===== config.mk =====
export PLATFORM = sky130hd
export DESIGN_NAME = synth_drum_voice_flat
export DESIGN_NICKNAME = d
export VERILOG_FILES = /design/src/rtl/synth_drum_voice_if.sv /design/src/rtl/synth_drum_voice.sv /design/src/flat_wrapper.sv
export SDC_FILE = /design/constraint.sdc
export NUM_CORES = 1
export LEC_CHECK = 0
export ABC_AREA = 0
export CORE_MARGIN = 5
export CORE_UTILIZATION = 39
export CTS_BUF_LIST = sky130_fd_sc_hd__clkbuf_8
export DETAILED_ROUTE_END_ITERATION = 10
export GPL_ROUTABILITY_DRIVEN = 0
export PLACE_DENSITY = 0.59
export REMOVE_ABC_BUFFERS = 1
export SLEW_MARGIN = 25
export SYNTH_ARGS = -nofsm -noshare
export SYNTH_HDL_FRONTEND = slang
export SYNTH_SLANG_ARGS = --single-unit

===== constraint.sdc =====
create_clock -name clk -period 5.2 [get_ports clk]
set_clock_uncertainty 0.15 [all_clocks]
set_input_delay 0.52 -clock clk [delete_from_list [all_inputs] [get_ports clk]]
set_output_delay 0.52 -clock clk [all_outputs]
set_load 0.02 [all_outputs]

===== src/rtl/synth_drum_voice_if.sv =====
// Control and sample-output bundle for synth_drum_voice.
// master drives controls and consumes samples; slave is the voice itself.
interface synth_drum_voice_if #(
  parameter int unsigned NUM_OSC = 2,
  parameter int unsigned WIDTH   = 12,
  parameter int unsigned ACC_W   = 16,
  parameter int unsigned ENV_W   = 8
);
  logic                       sample_en;
  logic                       trigger;
  logic [NUM_OSC*ACC_W-1:0]   tone_freq;
  logic [NUM_OSC*2-1:0]       osc_shape;
  logic [ENV_W-1:0]           attack_rate;
  logic [ENV_W-1:0]           decay_rate;
  logic [ENV_W-1:0]           noise_gain;
  logic [WIDTH-1:0]           out;
  logic                       out_valid;
  logic                       busy;

  modport master (
    output sample_en, trigger, tone_freq, osc_shape, attack_rate, decay_rate, noise_gain,
    input  out, out_valid, busy
  );

  modport slave (
    input  sample_en, trigger, tone_freq, osc_shape, attack_rate, decay_rate, noise_gain,
    output out, out_valid, busy
  );
endinterface


===== src/rtl/synth_drum_voice.sv =====
// Percussion voice: NUM_OSC tone oscillators, shared attack/decay envelope, scaled mixer.
// Define SYNTH_DRUM_NOISE_EN to add a 16-bit Galois LFSR noise channel.
module synth_drum_voice #(
  parameter int unsigned NUM_OSC = 2,
  parameter int unsigned WIDTH   = 12,
  parameter int unsigned ACC_W   = 16,
  parameter int unsigned ENV_W   = 8
) (
  input  logic              clk,
  input  logic              reset,
  synth_drum_voice_if.slave bus
);

`ifdef SYNTH_DRUM_NOISE_EN
  localparam int unsigned NCH = NUM_OSC + 1;
`else
  localparam int unsigned NCH = NUM_OSC;
`endif
  localparam int unsigned GW  = $clog2(NCH);
  localparam int unsigned SW  = WIDTH + GW;
  localparam int unsigned PW  = SW + ENV_W + 1;
  localparam int unsigned NPW = WIDTH + ENV_W + 1;

  localparam logic [WIDTH-1:0]        MID     = {1'b1, {(WIDTH-1){1'b0}}};
  localparam logic [ENV_W-1:0]        ENV_MAX = '1;
  localparam logic signed [PW-1:0]    SAT_HI  = {{(PW-WIDTH+1){1'b0}}, {(WIDTH-1){1'b1}}};
  localparam logic signed [PW-1:0]    SAT_LO  = {{(PW-WIDTH+1){1'b1}}, {(WIDTH-1){1'b0}}};

  typedef enum logic [1:0] {IDLE, ATTACK, DECAY} env_state_e;

  env_state_e              state, state_next;
  logic [ENV_W-1:0]        env, env_next;
  logic [ENV_W:0]          env_up_wide;
  logic [ENV_W-1:0]        env_up, env_down;
  logic                    clear_phase;
  logic                    busy_reg;

  logic [ACC_W-1:0]        phase     [NUM_OSC];
  logic [ACC_W-1:0]        phase_upd [NUM_OSC];
  logic signed [SW-1:0]    chan_sum;

  logic signed [SW-1:0]    s1_sum;
  logic [ENV_W-1:0]        s1_env;
  logic                    s1_valid;

  logic signed [PW-1:0]    prod, scaled;
  logic [WIDTH-1:0]        mix;
  logic [WIDTH-1:0]        out_reg;
  logic                    valid_reg;

  // Offset-binary waveform for one oscillator, returned as two's complement.
  function automatic logic signed [WIDTH-1:0] shape_sample(input logic [WIDTH-1:0] p,
                                                          input logic [1:0]       shape);
    logic [WIDTH-1:0] ramp;
    logic [WIDTH-1:0] u;
    ramp = {p[WIDTH-2:0], 1'b0};
    unique case (shape)
      2'b00:   u = p[WIDTH-1] ? '1 : '0;
      2'b01:   u = p[WIDTH-1] ? ~ramp : ramp;
      2'b10:   u = p;
      default: u = MID;
    endcase
    // Subtracting midscale from offset binary is a flip of the MSB.
    return $signed(u ^ MID);
  endfunction

  // Envelope step candidates, saturating at both ends.
  assign env_up_wide = {1'b0, env} + {1'b0, bus.attack_rate};
  assign env_up      = (bus.attack_rate == '0 || env_up_wide[ENV_W]) ? ENV_MAX
                                                                     : env_up_wide[ENV_W-1:0];
  assign env_down    = (bus.decay_rate >= env) ? '0 : env - bus.decay_rate;

  // Envelope FSM next state; a trigger overrides any coincident sample step.
  always_comb begin
    state_next  = state;
    env_next    = env;
    clear_phase = 1'b0;
    if (bus.trigger) begin
      state_next  = ATTACK;
      clear_phase = (state == IDLE);
    end else if (bus.sample_en) begin
      case (state)
        ATTACK: begin
          env_next = env_up;
          if (env_up == ENV_MAX) state_next = DECAY;
        end
        DECAY: begin
          env_next = env_down;
          if (env_down == '0) state_next = IDLE;
        end
        default: env_next = '0;
      endcase
    end
  end

  always_ff @(posedge clk or negedge reset) begin
    if (!reset) begin
      state    <= IDLE;
      env      <= '0;
      busy_reg <= 1'b0;
    end else begin
      state    <= state_next;
      env      <= env_next;
      busy_reg <= (state_next != IDLE);
    end
  end

  // Phase accumulators; a fresh strike restarts every oscillator from zero.
  always_comb begin
    for (int i = 0; i < NUM_OSC; i++) begin
      if (clear_phase)        phase_upd[i] = '0;
      else if (bus.sample_en) phase_upd[i] = phase[i] + bus.tone_freq[i*ACC_W +: ACC_W];
      else                    phase_upd[i] = phase[i];
    end
  end

  always_ff @(posedge clk or negedge reset) begin
    if (!reset) begin
      for (int i = 0; i < NUM_OSC; i++) phase[i] <= '0;
    end else begin
      for (int i = 0; i < NUM_OSC; i++) phase[i] <= phase_upd[i];
    end
  end

`ifdef SYNTH_DRUM_NOISE_EN
  localparam logic [15:0] LFSR_SEED = 16'hACE1;
  localparam logic [15:0] LFSR_TAPS = 16'hB400;

  logic [15:0]              lfsr, lfsr_upd;
  logic signed [WIDTH-1:0]  noise_s, noise_term;
  logic signed [NPW-1:0]    noise_prod;

  // Right-shifting Galois form of x^16+x^14+x^13+x^11+1.
  always_comb begin
    lfsr_upd = lfsr;
    if (bus.sample_en) lfsr_upd = (lfsr >> 1) ^ (lfsr[0] ? LFSR_TAPS : 16'h0000);
  end

  assign noise_s    = $signed(lfsr_upd[15 -: WIDTH] ^ MID);
  assign noise_prod = NPW'(noise_s) * NPW'($signed({1'b0, bus.noise_gain}));
  assign noise_term = WIDTH'(noise_prod >>> ENV_W);

  always_ff @(posedge clk or negedge reset) begin
    if (!reset) lfsr <= LFSR_SEED;
    else        lfsr <= lfsr_upd;
  end
`else
  logic unused_noise_gain;
  assign unused_noise_gain = ^bus.noise_gain;
`endif

  // Channel sum in SW bits so NCH full-scale samples cannot overflow.
  always_comb begin
    chan_sum = '0;
    for (int i = 0; i < NUM_OSC; i++) begin
      chan_sum = chan_sum + SW'(shape_sample(phase_upd[i][ACC_W-1 -: WIDTH],
                                             bus.osc_shape[2*i +: 2]));
    end
`ifdef SYNTH_DRUM_NOISE_EN
    chan_sum = chan_sum + SW'(noise_term);
`endif
  end

  // Stage 1: capture channel sum and envelope for the advanced sample.
  always_ff @(posedge clk or negedge reset) begin
    if (!reset) begin
      s1_sum   <= '0;
      s1_env   <= '0;
      s1_valid <= 1'b0;
    end else begin
      s1_valid <= bus.sample_en;
      if (bus.sample_en) begin
        s1_sum <= chan_sum;
        s1_env <= env_next;
      end
    end
  end

  // Stage 2: envelope multiply, scale by ENV_W plus channel guard bits, saturate.
  assign prod   = PW'(s1_sum) * PW'($signed({1'b0, s1_env}));
  assign scaled = prod >>> (ENV_W + GW);

  always_comb begin
    if (scaled > SAT_HI)      mix = SAT_HI[WIDTH-1:0];
    else if (scaled < SAT_LO) mix = SAT_LO[WIDTH-1:0];
    else                      mix = scaled[WIDTH-1:0];
  end

  always_ff @(posedge clk or negedge reset) begin
    if (!reset) begin
      out_reg   <= MID;
      valid_reg <= 1'b0;
    end else begin
      valid_reg <= s1_valid;
      if (s1_valid) out_reg <= mix ^ MID;
    end
  end

  assign bus.out       = out_reg;
  assign bus.out_valid = valid_reg;
  assign bus.busy      = busy_reg;

endmodule


===== src/flat_wrapper.sv =====
// flat-port wrapper written by rule: the top's interface ports become plain ports
module synth_drum_voice_flat 
#(
  parameter int unsigned NUM_OSC = 2,
  parameter int unsigned WIDTH   = 12,
  parameter int unsigned ACC_W   = 16,
  parameter int unsigned ENV_W   = 8
)
  (clk, reset, bus_sample_en, bus_trigger, bus_tone_freq, bus_osc_shape, bus_attack_rate, bus_decay_rate, bus_noise_gain, bus_out, bus_out_valid, bus_busy);
  synth_drum_voice_if #(.NUM_OSC(NUM_OSC), .WIDTH(WIDTH), .ACC_W(ACC_W), .ENV_W(ENV_W)) bus_i ();
  input  logic clk;
  input  logic reset;
  input wire logic [$bits(bus_i.sample_en)-1:0] bus_sample_en;
  input wire logic [$bits(bus_i.trigger)-1:0] bus_trigger;
  input wire logic [$bits(bus_i.tone_freq)-1:0] bus_tone_freq;
  input wire logic [$bits(bus_i.osc_shape)-1:0] bus_osc_shape;
  input wire logic [$bits(bus_i.attack_rate)-1:0] bus_attack_rate;
  input wire logic [$bits(bus_i.decay_rate)-1:0] bus_decay_rate;
  input wire logic [$bits(bus_i.noise_gain)-1:0] bus_noise_gain;
  output wire logic [$bits(bus_i.out)-1:0] bus_out;
  output wire logic [$bits(bus_i.out_valid)-1:0] bus_out_valid;
  output wire logic [$bits(bus_i.busy)-1:0] bus_busy;
  assign bus_i.sample_en = bus_sample_en;
  assign bus_i.trigger = bus_trigger;
  assign bus_i.tone_freq = bus_tone_freq;
  assign bus_i.osc_shape = bus_osc_shape;
  assign bus_i.attack_rate = bus_attack_rate;
  assign bus_i.decay_rate = bus_decay_rate;
  assign bus_i.noise_gain = bus_noise_gain;
  assign bus_out = bus_i.out;
  assign bus_out_valid = bus_i.out_valid;
  assign bus_busy = bus_i.busy;
  synth_drum_voice #(.NUM_OSC(NUM_OSC), .WIDTH(WIDTH), .ACC_W(ACC_W), .ENV_W(ENV_W)) u_core (.clk(clk), .reset(reset), .bus(bus_i));
endmodule

==> reports/qor.yml <==
status: "completed"
synth_warnings: 0
maximum_number_of_pins_on_one_net_before_global_route_repair: 57
std_cell_rows: 59
drt_pass1_iterations: 5
layout_worst_path_cycle_share_pct: 98.43
worstSetupStartpoint: "u_core.s1_env[1]"
min_path_type: "reg2reg"
antenna_violations_before_repair: 0
layout.cells.most_common: "buf_4"
first_global_vias: 8705
cts_max_path_buffers: 2
antenna-diode-count: 0
dr_total_vias: 8533
worst-endpoint-arrival_ns: 5.27
syn_inst: 1130
setup_tns_ns: 0
cts.root.buffer_cell: "clkbuf_8"
clk-insertion-delay-late_ns: 0.39
layout_area_growth_over_synthesis_pct: 28.47
buffer_ports.inserted: 69
core_mm2: 0.02584
seq_area_frac_synth_pct: 19.30
grt_total_usage_pct: 17.24
ios: 78
r2r_slack_ns: 0.08
synth_area_per_cell_um2: 8.957
post_synthesis_cell_area_mm2: 0.01012
hold_violations: 0
drt_first_iter_violations: 387
crit_required_ns: 5.36
ant_nets: 0
hold-path-cell-count: 0
max-slew-margin-rel_pct: 51.86
initial_utilization_pct: 39.17
yosys-top-cells-area: "dfrtp_1 19%, fa_1 17%, ha_1 12%"
wire_per_inst_um: 14.78
ys.flop_type: "dfrtp_1"
critical_path_peak_fanout: 6
ys_seq_elements: 78
critical_path.n_buffers_inverters: 7
die_span_x_um: 171.1
drt_drc_violations_left: 0
post-synth-top-area-fraction_pct: 19.04
finalSetupViolations: 0
r2r-start: "u_core.s1_env[1]"
total_congestion_overflow_after_global_routing: 0
r2r_cells: 21
endpoint_of_the_most_critical_setup_path: "u_core.bus.out[8]"
final_cell_mix: "168 x buf_4, 146 x inv_1, 94 x ha_1"
grt_setup_unrepaired: "yes"
vias_per_cell: 5.061
vertical_die_dimension_um: 171.1
critical_path_cell_by_cell: "buf_6 -> and2_4 -> fa_1 -> inv_2 -> buf_6 -> fa_1 -> inv_2 -> fa_1 -> inv_2 -> fa_1 -> inv_2 -> ha_4 -> buf_4 -> nand3_2 -> nand2_1 -> o21ai_2 -> a311oi_4 -> or3_4 -> nor3b_4 -> a311o_2 -> o2bb2ai_2"
ys_async_sr_fraction_pct: 100.0
h_tree_depth_reported_by_cts: 3
clk_pin_slew_worst_paths_ns: 0.09
min_period_ns: 5.118
nets: 1599
number_of_cells_on_the_critical_path: 21
hold_slack_ns: 0.2863
path_class: "reg2reg"
post_route_cells_drive_above_1_share_pct: 23.32
critical_path.max_stage_delay_ns: 0.55
yosys_cell_types: 79
critical-path-top-delay-family: "adder cells"
overall_routed_net_length_mm: 24.92
timing_limited_maximum_frequency_mhz: 195.4
largest_reg_flops: 32
setup.worst_path.end_class: "flop"
cts_sink_cnt: 78
crit-reg2reg-capture: "u_core.bus.out[8]"
tritoncts: "yes"
setup.worst_path.start_class: "flop"
maxCapViolations: 0
slowest_stage: "fa_1"
post_synth_edffs: 0
synthDominantAreaCellType: "dfrtp_1"
slew_violations: 0
die-area_mm2: 0.02927
grt_pass1_wl_mm: 41.78
dp_hpwl_mm: 19.89
cts_buf_count: 9
worstMarginPinSlew_ns: 0.7221
## cell usage after synthesis (all sizes together), types with 19 or more instances
library cell    n
clkbuf         30
mux2           28
mux2i          30
inv           156
dfrtp          77
a21o           19
and2           55
xnor2          42
nand2          94
a21oi          41
fa             88
ha            101
nor3           19
o21ai          44
nor2           77
## worst min-delay path by stage
| stage | startpoint | endpoint |
|---|---|---|
| 6_report | u_core.s1_valid | u_core.bus.out_valid |
| 2_1_floorplan | reset | u_core.bus.busy |
| 3_5_place_dp | u_core.s1_valid | u_core.bus.out_valid |
| 3_3_place_gp | u_core.s1_valid | u_core.bus.out_valid |
| 5_1_grt | u_core.s1_valid | u_core.bus.out_valid |
| 4_1_cts | u_core.s1_valid | u_core.bus.out_valid |
## kinds of logic (layout without fill, tap and decap cells)
group	Yosys count	count (layout)	share of synthesized area [%]
compound gates	234	235	16.91
xor+xnor	55	55	4.760
fa+ha+maj	189	189	29.89
buf+inv	197	417	7.430
flops	78	78	19.30
mux	58	58	6.157
simple gates	319	319	15.55
## layer usage
metal / up-vias / wire length (um) / global-route usage, %
met5: - / 0 / 0
met3: 27 / 674 / 2.126
met2: 111 / 12320 / 29.82
met4: 0 / 409 / 3.686
li1: 4271 / - / -
met1: 4124 / 11520 / 23.28
## per-stage QoR
stage | std cells | setup WS [ns] | instance area, um2 | utilization [%]
after floorplan | 1089 | -0.1827 | 9955 | -
after global placement | 1642 | -0.4185 | 12180 | 47.12
after detailed placement | 1642 | -0.4994 | 12180 | 47.12
after CTS | 1678 | 0.0001341 | 12710 | 49.21
after global routing | 1686 | -0.08637 | 13000 | 50.32
final | 1686 | 0.08178 | 13000 | 50.32
## repair_timing
item | 4_1_cts | 5_1_grt
gates resized for setup | 40 | 53
endpoints found under the setup margin | 16 | 18
pin swaps | 36 | 45
cloned | 1 | 0
buffers inserted | 19 | 9
hold endpoints to repair | 21 | 0
hold buffers | 1 | 0
## layout make-up
| cell class | instances | area [um2] |
|---|---|---|
| clock inverter | 7 | 97.59 |
| fill | 2505 | 12830 |
| multi-input combinational | 856 | 7771 |
| inverter | 156 | 585.6 |
| clock buffer | 9 | 123.9 |
| tap | 335 | 419.2 |
| timing repair buffer | 245 | 2046 |
| sequential | 78 | 1959 |
Power is not shown: default switching activity piles up to over one toggle a cycle in this logic, so the estimate is an artifact.
